File: config.mk
export PLATFORM = sky130hd
export DESIGN_NAME = axis_mux_scheduler
export DESIGN_NICKNAME = d
export VERILOG_FILES = /design/src/rtl/axis_mux_scheduler.sv
export SDC_FILE = /design/constraint.sdc
export NUM_CORES = 1
export LEC_CHECK = 0
export ABC_AREA = 1
export CAP_MARGIN = 20
export CELL_PAD_IN_SITES_DETAIL_PLACEMENT = 0
export CELL_PAD_IN_SITES_GLOBAL_PLACEMENT = 2
export CORE_MARGIN = 4
export CORE_UTILIZATION = 30
export DETAILED_ROUTE_END_ITERATION = 10
export GPL_ROUTABILITY_DRIVEN = 0
export HOLD_SLACK_MARGIN = 0.06
export PLACE_DENSITY_LB_ADDON = 0.1
export RECOVER_POWER = 100
export SLEW_MARGIN = 20
export SYNTH_ARGS = -nofsm -noshare
export SYNTH_HDL_FRONTEND = slang
export SYNTH_SLANG_ARGS = --single-unit
File: constraint.sdc
create_clock -name clk -period 3.4 [get_ports clk]
set_input_delay 0.85 -clock clk [delete_from_list [all_inputs] [get_ports clk]]
set_output_delay 0.85 -clock clk [all_outputs]
set_load 0.01 [all_outputs]
File: src/rtl/axis_mux_scheduler.sv
// Packet-atomic round-robin select for a two-input AXI-stream mux.
// Select moves only between packets; each grant is capped at BURST_PKTS packets while the other input waits.
module axis_mux_scheduler #(
  parameter int BURST_PKTS = 4,
  parameter int CW         = 32
) (
  input  logic          clk,
  input  logic          reset,
  input  logic          axis0_tvalid,
  input  logic          axis1_tvalid,
  input  logic          out_tvalid,
  input  logic          out_tready,
  input  logic          out_tlast,
  input  logic          clear_counts,
  output logic          input_select,
  output logic          busy,
  output logic [CW-1:0] pkt_count0,
  output logic [CW-1:0] pkt_count1
);

  localparam logic [0:0] ST_IDLE = 1'b0;
  localparam logic [0:0] ST_PKT  = 1'b1;
  localparam logic [8:0] BURST_LIM = 9'(BURST_PKTS);

  logic [0:0]    state_q, state_d;
  logic          sel_q, sel_d;
  logic [7:0]    burst_q, burst_d;
  logic [CW-1:0] cnt0_q, cnt0_d;
  logic [CW-1:0] cnt1_q, cnt1_d;

  logic       hs;
  logic       cur_v;
  logic       oth_v;
  logic       eop;
  logic [8:0] burst_inc;

  assign hs        = out_tvalid & out_tready;
  assign cur_v     = sel_q ? axis1_tvalid : axis0_tvalid;
  assign oth_v     = sel_q ? axis0_tvalid : axis1_tvalid;
  assign burst_inc = {1'b0, burst_q} + 9'd1;

  always_comb begin
    state_d = state_q;
    sel_d   = sel_q;
    burst_d = burst_q;
    cnt0_d  = cnt0_q;
    cnt1_d  = cnt1_q;
    eop     = 1'b0;

    case (state_q)
      ST_IDLE: begin
        // Any handshake here starts a packet on the already-registered select.
        if (hs) begin
          if (out_tlast) eop = 1'b1;
          else           state_d = ST_PKT;
        end else if (!cur_v && oth_v) begin
          sel_d   = ~sel_q;
          burst_d = '0;
        end
      end
      ST_PKT: begin
        if (hs && out_tlast) begin
          state_d = ST_IDLE;
          eop     = 1'b1;
        end
      end
      default: state_d = ST_IDLE;
    endcase

    if (eop) begin
      if (sel_q) cnt1_d = cnt1_q + CW'(1);
      else       cnt0_d = cnt0_q + CW'(1);
      if (burst_inc >= BURST_LIM && oth_v) begin
        sel_d   = ~sel_q;
        burst_d = '0;
      end else begin
        burst_d = (burst_inc >= BURST_LIM) ? BURST_LIM[7:0] : burst_inc[7:0];
      end
    end

    // Clear overrides a same-cycle increment.
    if (clear_counts) begin
      cnt0_d = '0;
      cnt1_d = '0;
    end
  end

  always_ff @(posedge clk or posedge reset) begin
    if (reset) begin
      state_q <= ST_IDLE;
      sel_q   <= 1'b0;
      burst_q <= '0;
      cnt0_q  <= '0;
      cnt1_q  <= '0;
    end else begin
      state_q <= state_d;
      sel_q   <= sel_d;
      burst_q <= burst_d;
      cnt0_q  <= cnt0_d;
      cnt1_q  <= cnt1_d;
    end
  end

  assign input_select = sel_q;
  assign busy         = (state_q == ST_PKT);
  assign pkt_count0   = cnt0_q;
  assign pkt_count1   = cnt1_q;

endmodule

; Word-level counts from Yosys, hierarchy flattened
; Cells that the tools add are included.
[word_totals]
regBits = 74
inputBits = 8
[classes]
add_sub_neg = 3
order_cmp = 1
n_eq_ne = 3
muxes = 27
bitwise = 3
reduce_logical = 10
[ops]
columns = cell, count
row1 = $mux 32, 6
row2 = $add 32x1->32 const B, 2
row3 = $mux 8, 6
row4 = $mux 1, 13
row5 = $add 8x1->9 const B, 1
row6 = $ge 9x3->1 const B, 1
row7 = $reduce_bool 2->1, 3
row8 = $ne 2x1->1 const B, 2
row9 = $pmux 1 s2, 2
row10 = $reduce_and 2->1, 2
row11 = $logic_and 1x1->1, 3
row12 = $reduce_and 3->1, 1
row13 = $ne 2x2->1 const B, 1
row14 = $not 1->1, 2
row15 = $and 1x1->1, 1
row16 = $logic_not 1->1, 1

; Longest topological paths before layout
; Gate-level depths: netlist of the first run.
[logic_depth]
ltp_word = 8
mapped_depth = 10

; Worst setup path before layout of the first run
; Ideal clock, no wire load.
[synth_path]
kind = in2reg
from = input clear_counts
to = register cnt0_q[12], in the netlist pkt_count0[12]
setup_time_ns = 0.119
arrival_ns = 1.658
path_slack_ns = 1.624
cell_stages = 6
cell_sequence = clkbuf_1 -> nor2_4 -> nor2_1 -> nand2_1 -> o21ai_1 -> nor2_1
[synth_between]
elab_chain_cells = 2
word_cells_on_any_way = 4
classes_between = eq/ne (1) / mux (1) / reduce/logical (2)
[synth_rtl]
columns = item, line_no
row1 = from (decl), 14  ; input logic clear_counts,
row2 = $ne 2x2->1 (no source line) or $reduce_bool 2->1 (tied branches), n/a
row3 = $reduce_and 2->1 (no source line), n/a
row4 = to (signal assigned), 99  ; cnt0_q <= cnt0_d;
row5 = to (decl), 28  ; logic [CW-1:0] cnt0_q, cnt0_d;
; Parallel ways exist; a longest one is shown, timed or not.
; A chain may end at the register's enable or synchronous reset.

; Worst setup path in the final report of the first run
[layout_path]
from = input out_tvalid
to = register cnt0_q[22], in the netlist pkt_count0[22]
[layout_between]
elab_chain_cells = 6
word_cells_on_any_way = 7
classes_between = mux (3) / bitwise (1) / reduce/logical (3)
[layout_rtl]
columns = item, line_no
row1 = from (decl), 11  ; input logic out_tvalid,
row2 = $and 1x1->1 (*), 37  ; assign hs = out_tvalid & out_tready;
row3 = $logic_and 1x1->1, 62  ; if (hs && out_tlast) begin
row4 = $mux 1, 62
row5 = $pmux 1 s2 (*), 50  ; case (state_q)
row6 = $reduce_bool 2->1 (no source line) (*), n/a
row7 = $reduce_and 2->1 (no source line) (*), n/a
; Mark *: on every way between the ends. The rest lies on a longest branch, timed or not.

==> results of run 1 <==
## flip-flops by register name, indices dropped and copies added (netlist names), named ones only
register      count
pkt_count1       32
pkt_count0       32
burst_q           8
input_select      1
## report_power, final
group	internal [uW]	leakage (uW)	total (uW)	switching, uW
Sequential	900	0.00103	925	24.9
Combinational	60.8	0.00154	204	143
Clock	609	0.000147	996	387
## per-stage QoR
stage | worst slack (ns) | cell area [um2] | hold WS, ns
6_report | 0.711 | 5980 | 0.491
5_1_grt | 0.513 | 5980 | 0.514
4_1_cts | 1.07 | 6030 | 0.492
3_5_place_dp | 0.718 | 5730 | 0.479
3_3_place_gp | 0.749 | 5730 | 0.471
2_1_floorplan | 0.668 | 4760 | 0.460
## metal layers
metal | up-vias | global-route usage, %
li1 | 2433 | -
met2 | 95 | 28.7
met3 | 23 | 3.83
met1 | 2169 | 21.4
met5 | - | 0
met4 | 0 | 6.22
## final timing paths
path | to | start | slack (ns) | cells past startpoint
setup / recovery | pkt_count0[22]$_DFFE_PP0P_ | out_tvalid | 0.71 | 10
hold / removal | burst_q[4]$_DFFE_PP0P_ | burst_q[4]$_DFFE_PP0P_ | 0.49 | 2
setup reg to reg | pkt_count0[22]$_DFFE_PP0P_ | input_select$_DFF_PP0_ | 1.57 | 8
hold reg to reg | burst_q[4]$_DFFE_PP0P_ | burst_q[4]$_DFFE_PP0P_ | 0.49 | 2
max in group asynchronous | pkt_count1[29]$_DFFE_PP0P_ | reset | 1.17 | 3
min in group asynchronous | burst_q[7]$_DFFE_PP0P_ | reset | 1.32 | 2
## worst reg2reg max path, delay by kind of cell (launching register included)
kind | cells | cell delay [ns]
flops | 1 | 0.47
buf+inv | 1 | 0.15
simple gates | 7 | 1.11
## cell type report
cell class,count,area (um2),area share [%]
Tap cell,211,264,4.41
Clock inverter,2,35.0,0.585
Sequential cell,74,1850,30.9
Timing Repair Buffer,77,773,12.9
Multi-Input combinational cell,563,2510,42.0
Clock buffer,14,264,4.41
Inverter,75,283,4.73
## Yosys cell counts (all sizes together)
library cell and count:
nor3 13, clkinv 2, a31oi 1, nor2 164, buf 10, o21a 1
nand4 25, a211oi 1, xor2 3, o22ai 1, xnor2 1, dfrtp 74
nand2 254, a21oi 22, and2 1, clkbuf 2, and3 3, o21ai 20
or2 1, nand3b 2, ha 3, nand3 47, inv 73
## cells by family after synthesis
kind of cell,synth area share [%]
AO/OA/AOI/OAI,4.99
adder cells (fa/ha/maj),0.788
AND/OR/NAND/NOR,47.2
buffers and inverters,7.38
XOR/XNOR,0.735
flip-flops,38.9
==> impl_metrics.py, run 1 <==
metrics = {
    "timing": {
        "maxSlewViolCount": 31,
        "rsz0062_at_grt": "no",
        "tightest_slew_ns": 1.57,
        "fmax_ghz": 0.372,
        "finalCritPeriodShare_pct": 79.1,
        "setup-tns-final_ns": 0,
        "skew_ns": 0.00712,
        "slew_headroom_pct": -5.04,
        "final_hold_viol_count": 0,
        "setup_viol": 0,
        "timing.final.crit_period_ns": 2.69,
    },
    "synth": {
        "ys_ff_latch": 74,
        "synthTopCellsByArea": "dfrtp_1, nand2_1, nor2_1",
        "ys_types": 34,
        "synth_top_cell_area_share_pct": 38.9,
        "syn_area_um2": 4760,
        "ys_warn_count": 0,
        "ys_seq_area_share_pct": 38.9,
        "synth_top_cell_by_area": "dfrtp_1",
        "syn_nets": 735,
        "avgSynthCellArea_um2": 6.58,
        "synthCells": 724,
    },
    "setup_path": {
        "critPathCaptureType": "flop",
        "path_delay_family": "simple AND/OR/NAND/NOR gates",
        "crit_buf_inv": 1,
        "critPathMaxStageDelay_ns": 0.54,
        "crit_fanout": 17,
        "crit_type": "in2reg",
        "critical_path.most_common_cell": "nand2_1",
        "critical_path_required_ns": 3.64,
        "critPathArrivalTime_ns": 2.93,
        "critPathLaunchType": "input pin",
        "worstPathCellList": "dlygate4sd3_1, nand2_1, nor2_1, nand2_1, nand2_1, nand3_1, nor2_1, nand2_1, nand2_1, nor2_1",
        "slowest_stage": "dlygate4sd3_1",
    },
    "place": {
        "placedCellCount": 1000,
        "dp_hpwl_um": 11200,
        "numPortBuffers": 73,
    },
    "drt": {
        "via_per_inst": 4.65,
        "route.met2.wl_um": 7000,
        "wl_per_cell_um": 14.5,
        "vias": 4720,
        "met1_length_um": 6720,
        "wl_um": 14700,
        "route.met3.wl_um": 567,
        "drcViolationCount": 0,
        "drt_iter0_markers": 292,
        "routed.top_layer": "met4",
        "dr.pass1.iters": 4,
        "route.antenna.remaining_nets": 0,
    },
    "cts": {
        "h-tree-depth": 3,
        "clock_latency_ns": 0.35,
        "cts_root_buf": "clkbuf_16",
        "post_cts_buffers": 0,
        "ctsLongestPathBuffers": 2,
        "cts.sinks": 74,
        "clk_pin_slew_ns": 0.06,
        "postCtsResizedCells": 0,
        "cts_tree": "done",
        "cts_made_buffers": 9,
        "ctsHoldBuffers": 0,
    },
    "run_status": {
        "violations": "capacitance limit, slew limit",
        "status": "finished, violations left",
    },
    "job": {
        "drv_cap": 1,
    },
    "global_routing": {
        "antenna_found_initial": 0,
        "grt_max_degree": 40,
        "grt_pass1_wl_um": 24400,
        "grt_util_all_layers_pct": 17.0,
        "grt_pass1_vias": 4676,
        "grt_overflow_total": 0,
    },
    "final_layout": {
        "fin_cells": 1016,
        "final_cell_mix": "nand2_1, nor2_1, dfrtp_1",
        "utilization_pct": 38.9,
        "antennaDiodeCount": 0,
        "final_common_cell": "nand2_1",
        "drive_above_1_share_pct": 5.34,
        "area_growth_pct": 25.6,
        "final.fill_count": 1656,
        "fin_nets": 811,
    },
    "die": {
        "chipWidth_um": 134,
        "start_util_pct": 31.0,
        "core_area_um2": 15400,
        "die_area_um2": 18000,
        "rows": 45,
        "io_pins": 74,
        "die_h_um": 134,
    },
    "min_path": {
        "min_path_type": "reg2reg",
    },
    "power_and_ir_drop": {
        "ir_worst_vdd_mv": 0.246,
        "power_uw": 2130,
        "power.density_nw_per_um2": 355,
        "p_leak_uw": 0.00271,
    },
}
(Power assumes the default switching activity.)
==> inputs of run 2 (changes only) <==
==> constraint.sdc (replaced) <==
create_clock -name clk -period 2.76 [get_ports clk]
set_input_delay 0.69 -clock clk [delete_from_list [all_inputs] [get_ports clk]]
set_output_delay 0.69 -clock clk [all_outputs]
set_load 0.01 [all_outputs]
==> run 2 against run 1 <==
Against the previous run: sequential share of layout area is 0.17 points lower; register-to-register slack worse by 0.63 ns; die area stayed put; global-route usage is 0.14 points lower; utilization is 0.21 points higher; the run still ends with capacitance limit, slew limit left; first-iteration DRC count is 22% lower; combinational power is 24% higher; clock skew hardly changed.
==> impl_metrics.py, run 2 (synthesis gave the netlist of run 1 again) <==
metrics = {
    "place": {
        "dpl_worst_slack_ns": 0.325,
        "dp_hpwl_um": 11200,
        "numPortBuffers": 73,
    },
    "drt": {
        "route.antenna.remaining_nets": 0,
        "drcViolationCount": 0,
        "vias": 4733,
        "wl_per_cell_um": 14.5,
        "wl_um": 14800,
        "via_per_inst": 4.65,
        "drt_iter0_markers": 227,
        "dr.pass1.iters": 6,
    },
    "min_path": {
        "hold_end": "burst_q[5]$_DFFE_PP0P_",
        "hp-start": "burst_q[5]$_DFFE_PP0P_",
        "min_path_type": "reg2reg",
        "holdPathStages": 2,
    },
    "power_and_ir_drop": {
        "p_clk_share_pct": 49.6,
        "swShare_pct": 25.5,
        "power.density_nw_per_um2": 457,
        "p_comb_share_pct": 9.1,
        "power_uw": 2750,
        "intPower_uw": 2050,
        "ir_worst_vdd_mv": 0.280,
        "p_seq_share_pct": 41.3,
        "switchingPower_uw": 702,
        "p_leak_uw": 0.00273,
    },
    "timing": {
        "slew_headroom_pct": -5.32,
        "skew_ns": 0.00677,
        "worst_slack_ns": 0.453,
        "setup_viol": 0,
        "maxSlewViolCount": 31,
        "tightest_slew_ns": 1.57,
        "rsz0062_at_grt": "no",
        "final_hold_viol_count": 0,
        "timing.final.crit_period_ns": 2.31,
        "fmax_ghz": 0.434,
        "finalCritPeriodShare_pct": 83.6,
        "setup-tns-final_ns": 0,
    },
    "final_layout": {
        "final_common_cell": "nand2_1",
        "drive_above_1_share_pct": 5.58,
        "fin_nets": 813,
        "final_cell_mix": "nand2_1, nor2_1, dfrtp_1",
        "antennaDiodeCount": 0,
        "area_growth_pct": 26.3,
    },
    "run_status": {
        "violations": "capacitance limit, slew limit",
        "status": "finished, violations left",
    },
    "global_routing": {
        "grt_pass1_wl_um": 24100,
        "use_met1_pct": 21.4,
        "antenna_found_initial": 0,
        "grt_overflow_total": 0,
        "grt_pass1_vias": 4647,
        "grt_use_met3_pct": 2.96,
        "grt_busiest_layer": "met2",
        "met2_usage_pct": 29.3,
        "grt_util_all_layers_pct": 16.9,
        "grt_max_degree": 38,
    },
    "cts": {
        "cts.sinks": 74,
        "clk_pin_slew_ns": 0.06,
        "clock_latency_ns": 0.35,
        "cts_tree": "done",
        "postCtsResizedCells": 0,
        "cts_made_buffers": 9,
        "cts_root_buf": "clkbuf_16",
        "post_cts_buffers": 0,
        "ctsHoldBuffers": 0,
        "ctsLongestPathBuffers": 2,
        "h-tree-depth": 3,
    },
    "setup_path": {
        "critPathArrivalTime_ns": 2.55,
        "critPathLaunchType": "input pin",
        "worstReg2RegStart": "pkt_count0[1]$_DFFE_PP0P_",
        "rr_endpoint": "pkt_count0[18]$_DFFE_PP0P_",
        "crit_fanout": 17,
        "reg2reg_slack_ns": 0.94,
        "critPathCaptureType": "flop",
        "crit_type": "in2reg",
        "rr_worst_depth": 10,
        "critical_path_required_ns": 3.00,
    },
    "die": {
        "die_h_um": 134,
        "start_util_pct": 31.0,
        "io_pins": 74,
        "die_area_um2": 18000,
        "rows": 45,
        "chipWidth_um": 134,
        "core_area_um2": 15400,
    },
    "job": {
        "drv_cap": 1,
    },
}
==> run 2: worst max-delay path by stage <==
| stage | from | to | slack [ns] | cells after the start |
|---|---|---|---|---|
| after floorplan | reset | async pin | 0.19 | 1 |
| after global routing | reset | pkt_count1[24]$_DFFE_PP0P_ | 0.29 | 3 |
| after detailed placement | out_tvalid | pkt_count0[22]$_DFFE_PP0P_ | 0.32 | 10 |
| after CTS | input_select$_DFF_PP0_ | input_select | 0.59 | 1 |
| after global placement | out_tvalid | pkt_count0[22]$_DFFE_PP0P_ | 0.33 | 10 |
| final | out_tlast | pkt_count1[21]$_DFFE_PP0P_ | 0.45 | 8 |
==> run 2: area by class of cell <==
type                    count  area (um2)
flip-flops and latches     74        1850
repair buffers             79         781
well taps                 211         264
fillers                  1709        9350
clock buffers              12         267
clock inverters             4        72.6
multi-input cells         563        2500
inverters                  75         283
==> run 2: power groups by stage <==
stage	Combinational, uW	Sequential, uW	Clock (uW)
after floorplan	178	1160	0
after CTS	275	1140	1400
after global routing	285	1140	1450
after detailed placement	274	1160	0
after global placement	274	1160	0
final	252	1140	1360
==> run 2: worst max-delay path: stages <==
cell,delay (ns)
clkdlybuf4s50_1,0.48
nand3_1,0.24
nand2_1,0.25
nand2_8,0.16
nor2_1,0.41
nand3_2,0.13
nor2_1,0.12
nor2_1,0.05
==> run 2: metrics by stage <==
| stage | hold slack (ns) | utilization [%] | cells | area (um2) |
|---|---|---|---|---|
| after detailed placement | 0.481 | 37.4 | 1002 | 5750 |
| final | 0.492 | 39.1 | 1018 | 6020 |
| after global routing | 0.517 | 39.1 | 1018 | 6020 |
| after global placement | 0.470 | 37.4 | 1002 | 5750 |
| after floorplan | 0.460 | - | 724 | 4760 |
| after CTS | 0.494 | 39.6 | 1018 | 6090 |
==> run 2: routing by layer <==
layer / part of all wire (%) / vias to the layer above / routed length, um
met5: 0 / - / 0
met4: 1.9 / 0 / 275
met3: 3.0 / 13 / 440
met2: 50 / 73 / 7320
met1: 46 / 2207 / 6730
li1: - / 2440 / -
